## src/rtl/daq_pkg.sv

```systemverilog
// -----------------------------------------------------------------------------
// daq_pkg
// Shared definitions for the DAQ run-level sequencer and its watchdog.
//   - Default widths for the acquisition counter, gap counter and watchdog.
//   - Minimum inter-acquisition gap. It guarantees the downstream per-acquisition
//     FSM has returned to Idle before the next start pulse.
//   - Run sequencer state encoding (3-bit).
// -----------------------------------------------------------------------------
package daq_pkg;

    // Default widths
    localparam int DAQ_CNT_W   = 16;   // acquisition target / done counter
    localparam int DAQ_GAP_W   = 16;   // inter-acquisition gap count
    localparam int DAQ_TMO_W   = 24;   // watchdog count (40 MHz cycles)

    // Shortest gap the sequencer will ever insert between Once_end and the next
    // start. Smaller programmed gaps (including 0) are raised to this value.
    localparam int DAQ_MIN_GAP = 2;

    // Run sequencer states
    typedef enum logic [2:0] {
        ST_IDLE     = 3'd0,
        ST_ARM      = 3'd1,
        ST_WAIT_END = 3'd2,
        ST_GAP      = 3'd3,
        ST_DONE     = 3'd4
    } run_state_e;

endpackage : daq_pkg

```

## src/rtl/daq_watchdog.sv

```systemverilog
// -----------------------------------------------------------------------------
// daq_watchdog
// Loadable watchdog counter with clear, count enable and a terminal-count flag.
// The limit is captured by load_i and held until the next load, so the limit
// input may change freely in between. A limit of zero disables the watchdog.
// The count saturates at all-ones and never wraps.
//
// Ports
//   clk_i      : clock
//   rst_ni     : synchronous active-low reset (clears limit and count)
//   load_i     : capture limit_i as the new limit
//   limit_i    : watchdog limit in cycles (0 = disabled)
//   clear_i    : zero the count (has priority over enable_i)
//   enable_i   : advance the count by one this cycle
//   expired_o  : combinational; high in the cycle where the enabled count is
//                limit-1, i.e. the limit-th enabled cycle since the last clear
// -----------------------------------------------------------------------------
module daq_watchdog
    import daq_pkg::*;
#(
    parameter int TMO_W = DAQ_TMO_W
) (
    input  logic             clk_i,
    input  logic             rst_ni,
    input  logic             load_i,
    input  logic [TMO_W-1:0] limit_i,
    input  logic             clear_i,
    input  logic             enable_i,
    output logic             expired_o
);

    logic [TMO_W-1:0] limit_q, limit_d;
    logic [TMO_W-1:0] count_q, count_d;

    always_comb begin
        limit_d = limit_q;
        count_d = count_q;

        if (load_i) begin
            limit_d = limit_i;
        end

        if (clear_i) begin
            count_d = '0;
        end else if (enable_i && (count_q != '1)) begin
            count_d = count_q + TMO_W'(1);
        end
    end

    always_ff @(posedge clk_i) begin
        if (!rst_ni) begin
            limit_q <= '0;
            count_q <= '0;
        end else begin
            limit_q <= limit_d;
            count_q <= count_d;
        end
    end

    // The count starts at 0 in the first enabled cycle, so matching limit-1
    // flags the limit-th enabled cycle.
    assign expired_o = enable_i
                    && (limit_q != '0)
                    && (count_q == (limit_q - TMO_W'(1)));

endmodule : daq_watchdog

```

## src/rtl/daq_run_sequencer.sv

```systemverilog
// -----------------------------------------------------------------------------
// daq_run_sequencer
// Run-level controller in front of the per-acquisition DAQ control FSM.
// A run is started by Run_start. The sequencer then repeats
//     ARM (start pulse) -> WAIT_END (wait for Once_end) -> GAP
// until one of these happens:
//     - the acquisition target is reached;
//     - a graceful stop is requested;
//     - the watchdog expires while waiting for Once_end.
// The run then passes through DONE (Run_done pulse) back to IDLE.
// Settings are captured when Run_start is accepted and stay fixed for the run.
//
// Ports
//   Clk            : 40 MHz system clock
//   reset_n        : synchronous active-low reset; abandons a run silently
//   Run_start      : pulse, begins a run (accepted in IDLE only)
//   Run_stop       : pulse, graceful stop request
//   Acq_target     : acquisitions per run, 0 = unlimited
//   Idle_gap       : cycles between Once_end and the next start (min MIN_GAP)
//   Timeout_cycles : watchdog limit while waiting for Once_end, 0 = disabled
//   Once_end       : pulse from DAQ control, acquisition+readout finished
//   start          : one-cycle pulse to DAQ control (high in ARM)
//   Daq_abort      : one-cycle pulse on watchdog timeout
//   Run_busy       : high from ARM through DONE inclusive
//   Run_done       : one-cycle pulse when a run ends, for any cause
//   Timeout_flag   : sticky timeout indicator, cleared by the next accepted run
//   Acq_done_cnt   : completed acquisitions, saturating at all-ones
// -----------------------------------------------------------------------------
module daq_run_sequencer
    import daq_pkg::*;
#(
    parameter int CNT_W   = DAQ_CNT_W,
    parameter int GAP_W   = DAQ_GAP_W,
    parameter int TMO_W   = DAQ_TMO_W,
    parameter int MIN_GAP = DAQ_MIN_GAP
) (
    input  logic             Clk,
    input  logic             reset_n,
    input  logic             Run_start,
    input  logic             Run_stop,
    input  logic [CNT_W-1:0] Acq_target,
    input  logic [GAP_W-1:0] Idle_gap,
    input  logic [TMO_W-1:0] Timeout_cycles,
    input  logic             Once_end,
    output logic             start,
    output logic             Daq_abort,
    output logic             Run_busy,
    output logic             Run_done,
    output logic             Timeout_flag,
    output logic [CNT_W-1:0] Acq_done_cnt
);

    // MIN_GAP must be at least 1: the gap length is compared against
    // gap_len_q - 1, which would wrap for a zero length.
    localparam logic [GAP_W-1:0] MIN_GAP_V = GAP_W'(MIN_GAP);

    // -------------------------------------------------------------------------
    // State and registers
    // -------------------------------------------------------------------------
    run_state_e       state_q,     state_d;
    logic [CNT_W-1:0] target_q,    target_d;    // latched acquisition target
    logic [GAP_W-1:0] gap_len_q,   gap_len_d;   // latched gap, already clamped
    logic [GAP_W-1:0] gap_cnt_q,   gap_cnt_d;   // cycles spent in GAP so far
    logic             stop_pend_q, stop_pend_d; // graceful stop requested
    logic [CNT_W-1:0] cnt_q,       cnt_d;       // completed acquisitions
    logic             tmo_flag_q,  tmo_flag_d;  // sticky timeout flag
    logic             abort_q,     abort_d;     // registered abort pulse

    logic             run_accept;               // Run_start taken in IDLE
    logic             wd_expired;
    logic [CNT_W-1:0] cnt_inc;                  // saturating cnt_q + 1
    logic             stop_now;                 // stop pending or arriving now

    assign cnt_inc  = (cnt_q == '1) ? cnt_q : (cnt_q + CNT_W'(1));
    assign stop_now = stop_pend_q | Run_stop;

    // -------------------------------------------------------------------------
    // Watchdog: limit captured at run accept, cleared in ARM and counting in
    // WAIT_END, so it measures the time spent waiting for each Once_end.
    // -------------------------------------------------------------------------
    daq_watchdog #(
        .TMO_W     (TMO_W)
    ) u_watchdog (
        .clk_i     (Clk),
        .rst_ni    (reset_n),
        .load_i    (run_accept),
        .limit_i   (Timeout_cycles),
        .clear_i   (state_q == ST_ARM),
        .enable_i  (state_q == ST_WAIT_END),
        .expired_o (wd_expired)
    );

    // -------------------------------------------------------------------------
    // Next-state logic
    // -------------------------------------------------------------------------
    always_comb begin
        state_d     = state_q;
        target_d    = target_q;
        gap_len_d   = gap_len_q;
        gap_cnt_d   = gap_cnt_q;
        stop_pend_d = stop_pend_q;
        cnt_d       = cnt_q;
        tmo_flag_d  = tmo_flag_q;
        abort_d     = 1'b0;
        run_accept  = 1'b0;

        case (state_q)
            ST_IDLE: begin
                // Run_stop and Once_end carry no meaning outside a run.
                if (Run_start) begin
                    run_accept  = 1'b1;
                    target_d    = Acq_target;
                    gap_len_d   = (Idle_gap < MIN_GAP_V) ? MIN_GAP_V : Idle_gap;
                    cnt_d       = '0;
                    tmo_flag_d  = 1'b0;
                    stop_pend_d = 1'b0;
                    state_d     = ST_ARM;
                end
            end

            ST_ARM: begin
                if (Run_stop) begin
                    stop_pend_d = 1'b1;
                end
                state_d = ST_WAIT_END;
            end

            ST_WAIT_END: begin
                if (Run_stop) begin
                    stop_pend_d = 1'b1;
                end
                // Once_end is checked first: a completion in the same cycle
                // as the watchdog expiry is a success, not a timeout.
                if (Once_end) begin
                    cnt_d = cnt_inc;
                    // The target compare uses the saturated count, so a
                    // target of all-ones ends the run at saturation.
                    if (stop_now || ((target_q != '0) && (cnt_inc == target_q))) begin
                        state_d = ST_DONE;
                    end else begin
                        gap_cnt_d = '0;
                        state_d   = ST_GAP;
                    end
                end else if (wd_expired) begin
                    abort_d    = 1'b1;
                    tmo_flag_d = 1'b1;
                    state_d    = ST_DONE;
                end
            end

            ST_GAP: begin
                // Once_end here is a protocol error and is deliberately not
                // counted.
                if (Run_stop) begin
                    state_d = ST_DONE;
                end else if (gap_cnt_q == (gap_len_q - GAP_W'(1))) begin
                    state_d = ST_ARM;
                end else begin
                    gap_cnt_d = gap_cnt_q + GAP_W'(1);
                end
            end

            ST_DONE: begin
                stop_pend_d = 1'b0;
                state_d     = ST_IDLE;
            end

            default: begin
                state_d = ST_IDLE;
            end
        endcase
    end

    // -------------------------------------------------------------------------
    // State register
    // -------------------------------------------------------------------------
    always_ff @(posedge Clk) begin
        if (!reset_n) begin
            state_q     <= ST_IDLE;
            target_q    <= '0;
            gap_len_q   <= '0;
            gap_cnt_q   <= '0;
            stop_pend_q <= 1'b0;
            cnt_q       <= '0;
            tmo_flag_q  <= 1'b0;
            abort_q     <= 1'b0;
        end else begin
            state_q     <= state_d;
            target_q    <= target_d;
            gap_len_q   <= gap_len_d;
            gap_cnt_q   <= gap_cnt_d;
            stop_pend_q <= stop_pend_d;
            cnt_q       <= cnt_d;
            tmo_flag_q  <= tmo_flag_d;
            abort_q     <= abort_d;
        end
    end

    // -------------------------------------------------------------------------
    // Outputs are decoded from registered state only, so they are glitch-free.
    // The abort pulse coincides with the DONE cycle of a timed-out run.
    // -------------------------------------------------------------------------
    assign start        = (state_q == ST_ARM);
    assign Run_busy     = (state_q != ST_IDLE);
    assign Run_done     = (state_q == ST_DONE);
    assign Daq_abort    = abort_q;
    assign Timeout_flag = tmo_flag_q;
    assign Acq_done_cnt = cnt_q;

endmodule : daq_run_sequencer

```

## config.mk

```make
export PLATFORM = sky130hd
export DESIGN_NAME = daq_run_sequencer
export DESIGN_NICKNAME = d
export VERILOG_FILES = /design/src/rtl/daq_pkg.sv /design/src/rtl/daq_watchdog.sv /design/src/rtl/daq_run_sequencer.sv
export SDC_FILE = /design/constraint.sdc
export NUM_CORES = 1
export LEC_CHECK = 0
export ABC_AREA = 1
export BUFFER_PORTS_ARGS = -buffer_cell sky130_fd_sc_hd__buf_4
export CORE_MARGIN = 1
export CORE_UTILIZATION = 35
export DETAILED_ROUTE_END_ITERATION = 12
export GPL_TIMING_DRIVEN = 0
export PLACE_DENSITY = 0.52
export SLEW_MARGIN = 5
export SYNTH_ARGS = -nofsm -noshare
export SYNTH_HDL_FRONTEND = slang
export SYNTH_HIERARCHICAL = 1
export SYNTH_SLANG_ARGS = --single-unit
```

## constraint.sdc

```tcl
create_clock -name Clk -period 6 [get_ports Clk]
set_input_delay 0.3 -clock Clk [delete_from_list [all_inputs] [get_ports Clk]]
set_output_delay 0.3 -clock Clk [all_outputs]
set_load 0.01 [all_outputs]
```

Word level (Yosys, flattened, before mapping)
Index checks and enable logic that the tools add are counted.

word-level totals
  register bits after elaboration = 118
  input port bits = 61
  word-level logic and storage cells = 85
  output and inout bits = 21

operators by class
  reduce and logical (&&, ||, !) cells = 21
  add/subtract/negate cells = 5
  $lt $le $gt $ge = 1
  bitwise operators = 3
  equal/unequal tests = 19
  mux-type cells = 26

operator list
  kind                                                                    count
  16-bit 2-to-1 mux                                                       8
  16-bit case mux with 2 select lines                                     2
  16-bit by 1-bit adder with 16-bit output (second input constant)        2
  16-bit equality test                                                    2
  24-bit by 1-bit adder with 24-bit output (second input constant)        1
  24-bit equality test                                                    1
  24-bit != test (second input constant)                                  1
  24-bit nonzero test                                                     1
  24-bit by 1-bit subtractor with 24-bit output (second input constant)   1
  3-bit 2-to-1 mux                                                        6
  16-bit equality test (second input constant)                            1
  16-bit by 2-bit < comparator with 1-bit output (second input constant)  1
  16-bit nonzero test                                                     1
  16-bit by 1-bit subtractor with 16-bit output (second input constant)   1
  2-bit != test (second input constant)                                   7
  3-bit case mux with 4 select lines                                      1
  3-bit AND reduction                                                     3
  1-bit 2-to-1 mux                                                        7
  3-bit by 2-bit equality test with 1-bit output (second input constant)  2
  3-bit != test (second input constant)                                   2
  3-bit nonzero test                                                      2
  5-bit AND reduction                                                     1
  1-bit logical AND                                                       4
  4-bit AND reduction                                                     1
  13 further kinds                                                        16

Logic depth before layout (Yosys ltp)
  word-level depth = 8
  depth in mapped cells = 20
  gate-level depth less buffers = 20

Modules after synthesis
Netlist, hierarchy kept.

by module, submodules not included
  module             cells an instance  area each (um2)  instances  seq. area each (um2)
  daq_run_sequencer  705                4465.5           1          1401.3
  daq_watchdog       495                3211.8           1          960.9

Least setup slack after synthesis
Ideal clock, no wire load.

  path kind = register to register
  from = register cnt_q[0] (netlist: Acq_done_cnt[0])
  to = register gap_cnt_q[9]
  path buffers = 2
  data arrival time = 2.209 ns
  clock period less this slack = 2.324 ns
  cell stages (with the launch flop) = 17
  required time = 5.885 ns
  path slack = 3.676 ns
  setup time = 0.115 ns
  cell sequence = dfxtp_1 -> ha_1 -> nand3_2 -> inv_2 -> nand4_4 -> buf_6 -> nand3_1 -> nand2_1 -> nor2_1 -> nand2_1 -> nor2_1 -> nand3_1 -> nand2_2 -> nand2_4 -> buf_6 -> a21oi_1 -> nor2_1

between the ends
  word-level cells in the longest chain between the ends = 7
  elaborated cells between the ends (all ways) = 8
  classes of those cells = add/sub (1); eq/ne (3); mux (1); reduce/logical (3)

ends and longest elaborated chain
  what                                                                              RTL line                  source
  start: declaration                                                                daq_run_sequencer.sv:65   logic [CNT_W-1:0] cnt_q, cnt_d;
  start signal: assignment                                                          daq_run_sequencer.sv:193  cnt_q <= cnt_d;
  16-bit by 1-bit adder with 16-bit output or 16-bit equality test (tied branches)  daq_run_sequencer.sv:74   assign cnt_inc = (cnt_q == '1) ? cnt_q : (cnt_q + CNT_W'(1));
  16-bit 2-to-1 mux (*)                                                             daq_run_sequencer.sv:74
  16-bit equality test (*)                                                          daq_run_sequencer.sv:138  if (stop_now || ((target_q != '0) && (cnt_inc == target_q))) begin
  1-bit logical AND (*)                                                             daq_run_sequencer.sv:138
  1-bit logical OR (*)                                                              daq_run_sequencer.sv:138
  2-bit != test (no source line) (*)                                                -
  5-bit AND reduction (no source line) (*)                                          -
  end signal: assignment                                                            daq_run_sequencer.sv:191  gap_cnt_q <= gap_cnt_d;
  end: declaration                                                                  daq_run_sequencer.sv:63   logic [GAP_W-1:0] gap_cnt_q, gap_cnt_d;

Mark *: on every way between the ends. The rest lies on a longest branch, timed or not.
A chain may end at the register's enable or synchronous reset.

Worst setup path after layout
  from = register state_q[2]
  to = register gap_cnt_q[10]

between the ends
  word-level cells in the longest chain between the ends = 3
  elaborated cells between the ends (all ways) = 9
  classes of those cells = eq/ne (6); mux (1); reduce/logical (2)

ends and longest elaborated chain
  what                                                                  RTL line                  source
  start: declaration                                                    daq_run_sequencer.sv:60   run_state_e state_q, state_d;
  start signal: assignment                                              daq_run_sequencer.sv:188  state_q <= state_d;
  3-bit by 2-bit equality test with 1-bit output                        daq_run_sequencer.sv:107  case (state_q)
  2-bit != test (no source line) or 2-bit nonzero test (tied branches)  -
  5-bit AND reduction (no source line)                                  -

Several ways; a longest one is shown, not always the timed one.

==> impl_metrics.env <==
export IMPL_cts_tree="built"
export IMPL_cts_num_sinks=118
export IMPL_r2r_cells=10
export IMPL_syn_to_final_growth_pct=20.4
export IMPL_wl_met1_um=11700
export IMPL_avgSynthCellArea_um2=6.40
export IMPL_cts_buffer_depth=2
export IMPL_whs_path_depth=3
export IMPL_grtUsageTotal_pct=20.8
export IMPL_wl_per_cell_um=14.3
export IMPL_cts_buffers=17
export IMPL_dp_hpwl_um=17800
export IMPL_num_io_pins=82
export IMPL_routabilityCongestion=0.852
export IMPL_reg2reg_from="state_q[2]"
export IMPL_ant_nets=0
export IMPL_synth_most_common_cell="nand2_1"
export IMPL_ys_ff_latch=118
export IMPL_wl_met2_um=9960
export IMPL_syn_nets=1267
export IMPL_totalPowerFinal_w=0.00368
export IMPL_dr_first_iter_drc_count=417
export IMPL_postCtsHoldBufs=0
export IMPL_layoutNonFillerInstCount=1588
export IMPL_power_leakage_nw=4.01
export IMPL_slew_headroom_pct=36.3
export IMPL_routed_wl_um=22800
export IMPL_die_height_um=150
export IMPL_post_cts_buffers=0
export IMPL_dpl_cell_area_mm2=0.00863
export IMPL_endpoint_kind="flip-flop"
export IMPL_dp_cells=1556
export IMPL_cp_max_fo=10
export IMPL_drive_gt1_share_pct=14.7
export IMPL_coreArea_mm2=0.0213
export IMPL_hp_class="input pin to flip-flop"
export IMPL_vias=7686
export IMPL_nets=1367
export IMPL_ys_warn_count=6
export IMPL_required_ps=6310
export IMPL_crit_type="flip-flop to flip-flop"
export IMPL_setup_viol=0
export IMPL_worstMarginPinSlew_ps=949
export IMPL_antenna_diode_count=0
export IMPL_report_final_slew_viol_count=0
export IMPL_synth_top_area_share_pct=30.8
export IMPL_fin_area_mm2=0.00924
export IMPL_cts_max_level=4
export IMPL_drv_cap=0
export IMPL_synthDistinctLibCells=46
export IMPL_dr_pass1_iters=5
export IMPL_clock_root_buffer="clkbuf_16"
export IMPL_synth_ff_type="dfxtp_1"
export IMPL_remaining_drc_errors=0
export IMPL_async_flop_share_pct=0
export IMPL_gr_total_overflow=0
export IMPL_port_buffer_count=81
export IMPL_clk_latency_ps=420
export IMPL_setup_tns_ps=0
export IMPL_hold_violations=0
export IMPL_syn_inst=1200
export IMPL_grt_pass1_vias=7126
export IMPL_ys_top_cells_by_count="nand2_1 (298), nor2_1 (197), dfxtp_1 (118)"
export IMPL_postCtsResizedCells=0
export IMPL_grt_max_degree=18
export IMPL_status="finished, final reports clean"
export IMPL_rsz0062_at_grt="false"
export IMPL_vdd_drop_max_mv=0.230
export IMPL_wl_met3_um=971
export IMPL_synth_area_mm2=0.00768
export IMPL_r2r_slack_ps=3200
export IMPL_power_density_mw_per_mm2=398
export IMPL_timing_rr_end="gap_cnt_q[10]"
export IMPL_ys_seq_area_share_pct=30.8
export IMPL_die_w_um=150
export IMPL_finalCritPeriodShare_pct=46.7
export IMPL_critPathLaunchType="flip-flop"
export IMPL_antenna_found_initial=0
export IMPL_synth_edff_count=0
export IMPL_max_freq_mhz=357
export IMPL_yosys_area_top_type="dfxtp_1"
export IMPL_grt_pass1_wl_um=36800
export IMPL_die_area_mm2=0.0225
export IMPL_via_per_inst=4.84
export IMPL_hold_slack_ps=105
export IMPL_initial_core_util_pct=36.1
export IMPL_crit_arrival_ps=3110
export IMPL_skew_ps=7.18
export IMPL_path_clk_slew_ps=60
export IMPL_num_rows=53
export IMPL_ys_top_cells_by_area="dfxtp_1 (31%), nand2_1 (15%), nor2_1 (9.6%), nand3_1 (5.4%), inv_1 (5.0%)"
export IMPL_routed_top_layer="met4"
export IMPL_finalWorstPathRequiredPeriod_ps=2800
export IMPL_worst_hold_path_endpoint="u_watchdog/limit_q[15]"
export IMPL_min_from="Timeout_cycles[15]"
cell type report:
type / instances / area (um^2)
plain buffers: 41 / 218
clock buffers: 23 / 488
clock inverters: 9 / 123
fillers: 2239 / 12000
inverters: 119 / 448
multi-input cells: 922 / 4650
flip-flops and latches: 118 / 2360
well taps: 275 / 344
repair buffers: 81 / 608
cells in the final DEF (no fill, tap or decap), drive strengths merged, types with 18 or more instances in the layout:
cell    Yosys  layout
a21oi      86      86
buf        14      95
clkbuf     27      50
dfxtp     118     118
inv       113     113
nand2     305     305
nand3      98      98
nand4      27      27
nor2      206     206
nor3       18      18
o21ai      68      68
xnor2      26      26
xor2       38      38
kinds of logic (layout without fill, tap and decap cells):
kind of cell             after synthesis  count (layout)  synth area share (%)
AO/OA/AOI/OAI                        168             168                  12.1
buffers and inverters                160             273                  8.67
flip-flops                           118             118                  30.8
AND/OR/NAND/NOR                      684             684                  40.2
adder cells (fa/ha/maj)                6               6                 0.978
XOR/XNOR                              64              64                  7.30
through the flow:
step,util (%),setup slack [ps]
CTS,43.4,3190
detailed placement,40.5,3200
floorplan,-,3680
global route,43.4,2900
finish,43.4,3200
global placement,40.5,3210
report_power, final:
part           total, W  internal [W]  switching [W]
sequential      0.00114      0.000950       0.000189
combinational   0.00147      0.000546       0.000924
clock           0.00107      0.000694       0.000374
metal layers:
metal | global-route usage [%] | up-vias
met1 | 30.2 | 3433
met2 | 32.4 | 160
met3 | 2.91 | 12
met4 | 4.95 | 0
met5 | 0 | -
li1 | - | 4081
flip-flops by register name (all words and copies together) (netlist names):
| name | flops |
|---|---|
| state_q | 3 |
| stop_pend_q | 1 |
| gap_len_q | 16 |
| Daq_abort | 1 |
| u_watchdog/count_q | 24 |
| u_watchdog/limit_q | 24 |
| Acq_done_cnt | 16 |
| gap_cnt_q | 16 |
| Timeout_flag | 1 |
| target_q | 16 |
how the worst max path moves through the flow:
stage	from	endpoint	slack (ps)	cells after the start
final	state_q[2]	gap_cnt_q[10]	3200	10
after global routing	u_watchdog/limit_q[0]	state_q[0]	2900	18
after CTS	Acq_done_cnt[0]	gap_cnt_q[12]	3190	16
after detailed placement	Acq_done_cnt[0]	gap_cnt_q[12]	3200	16
after global placement	state_q[2]	u_watchdog/limit_q[3]	3210	9
after floorplan	Acq_done_cnt[0]	gap_cnt_q[9]	3680	16
worst max-delay path, cell delays in order, from the launching register on:
cell and delay (ps):
dfxtp_1 300, clkbuf_1 180, nor3_2 580, inv_1 120, nor2_1 600, inv_1 170
nand2_1 230, buf_2 290, nand3_1 110, nand2_1 70, nor2_1 40
Note: power is estimated with default switching activity, not from simulation.
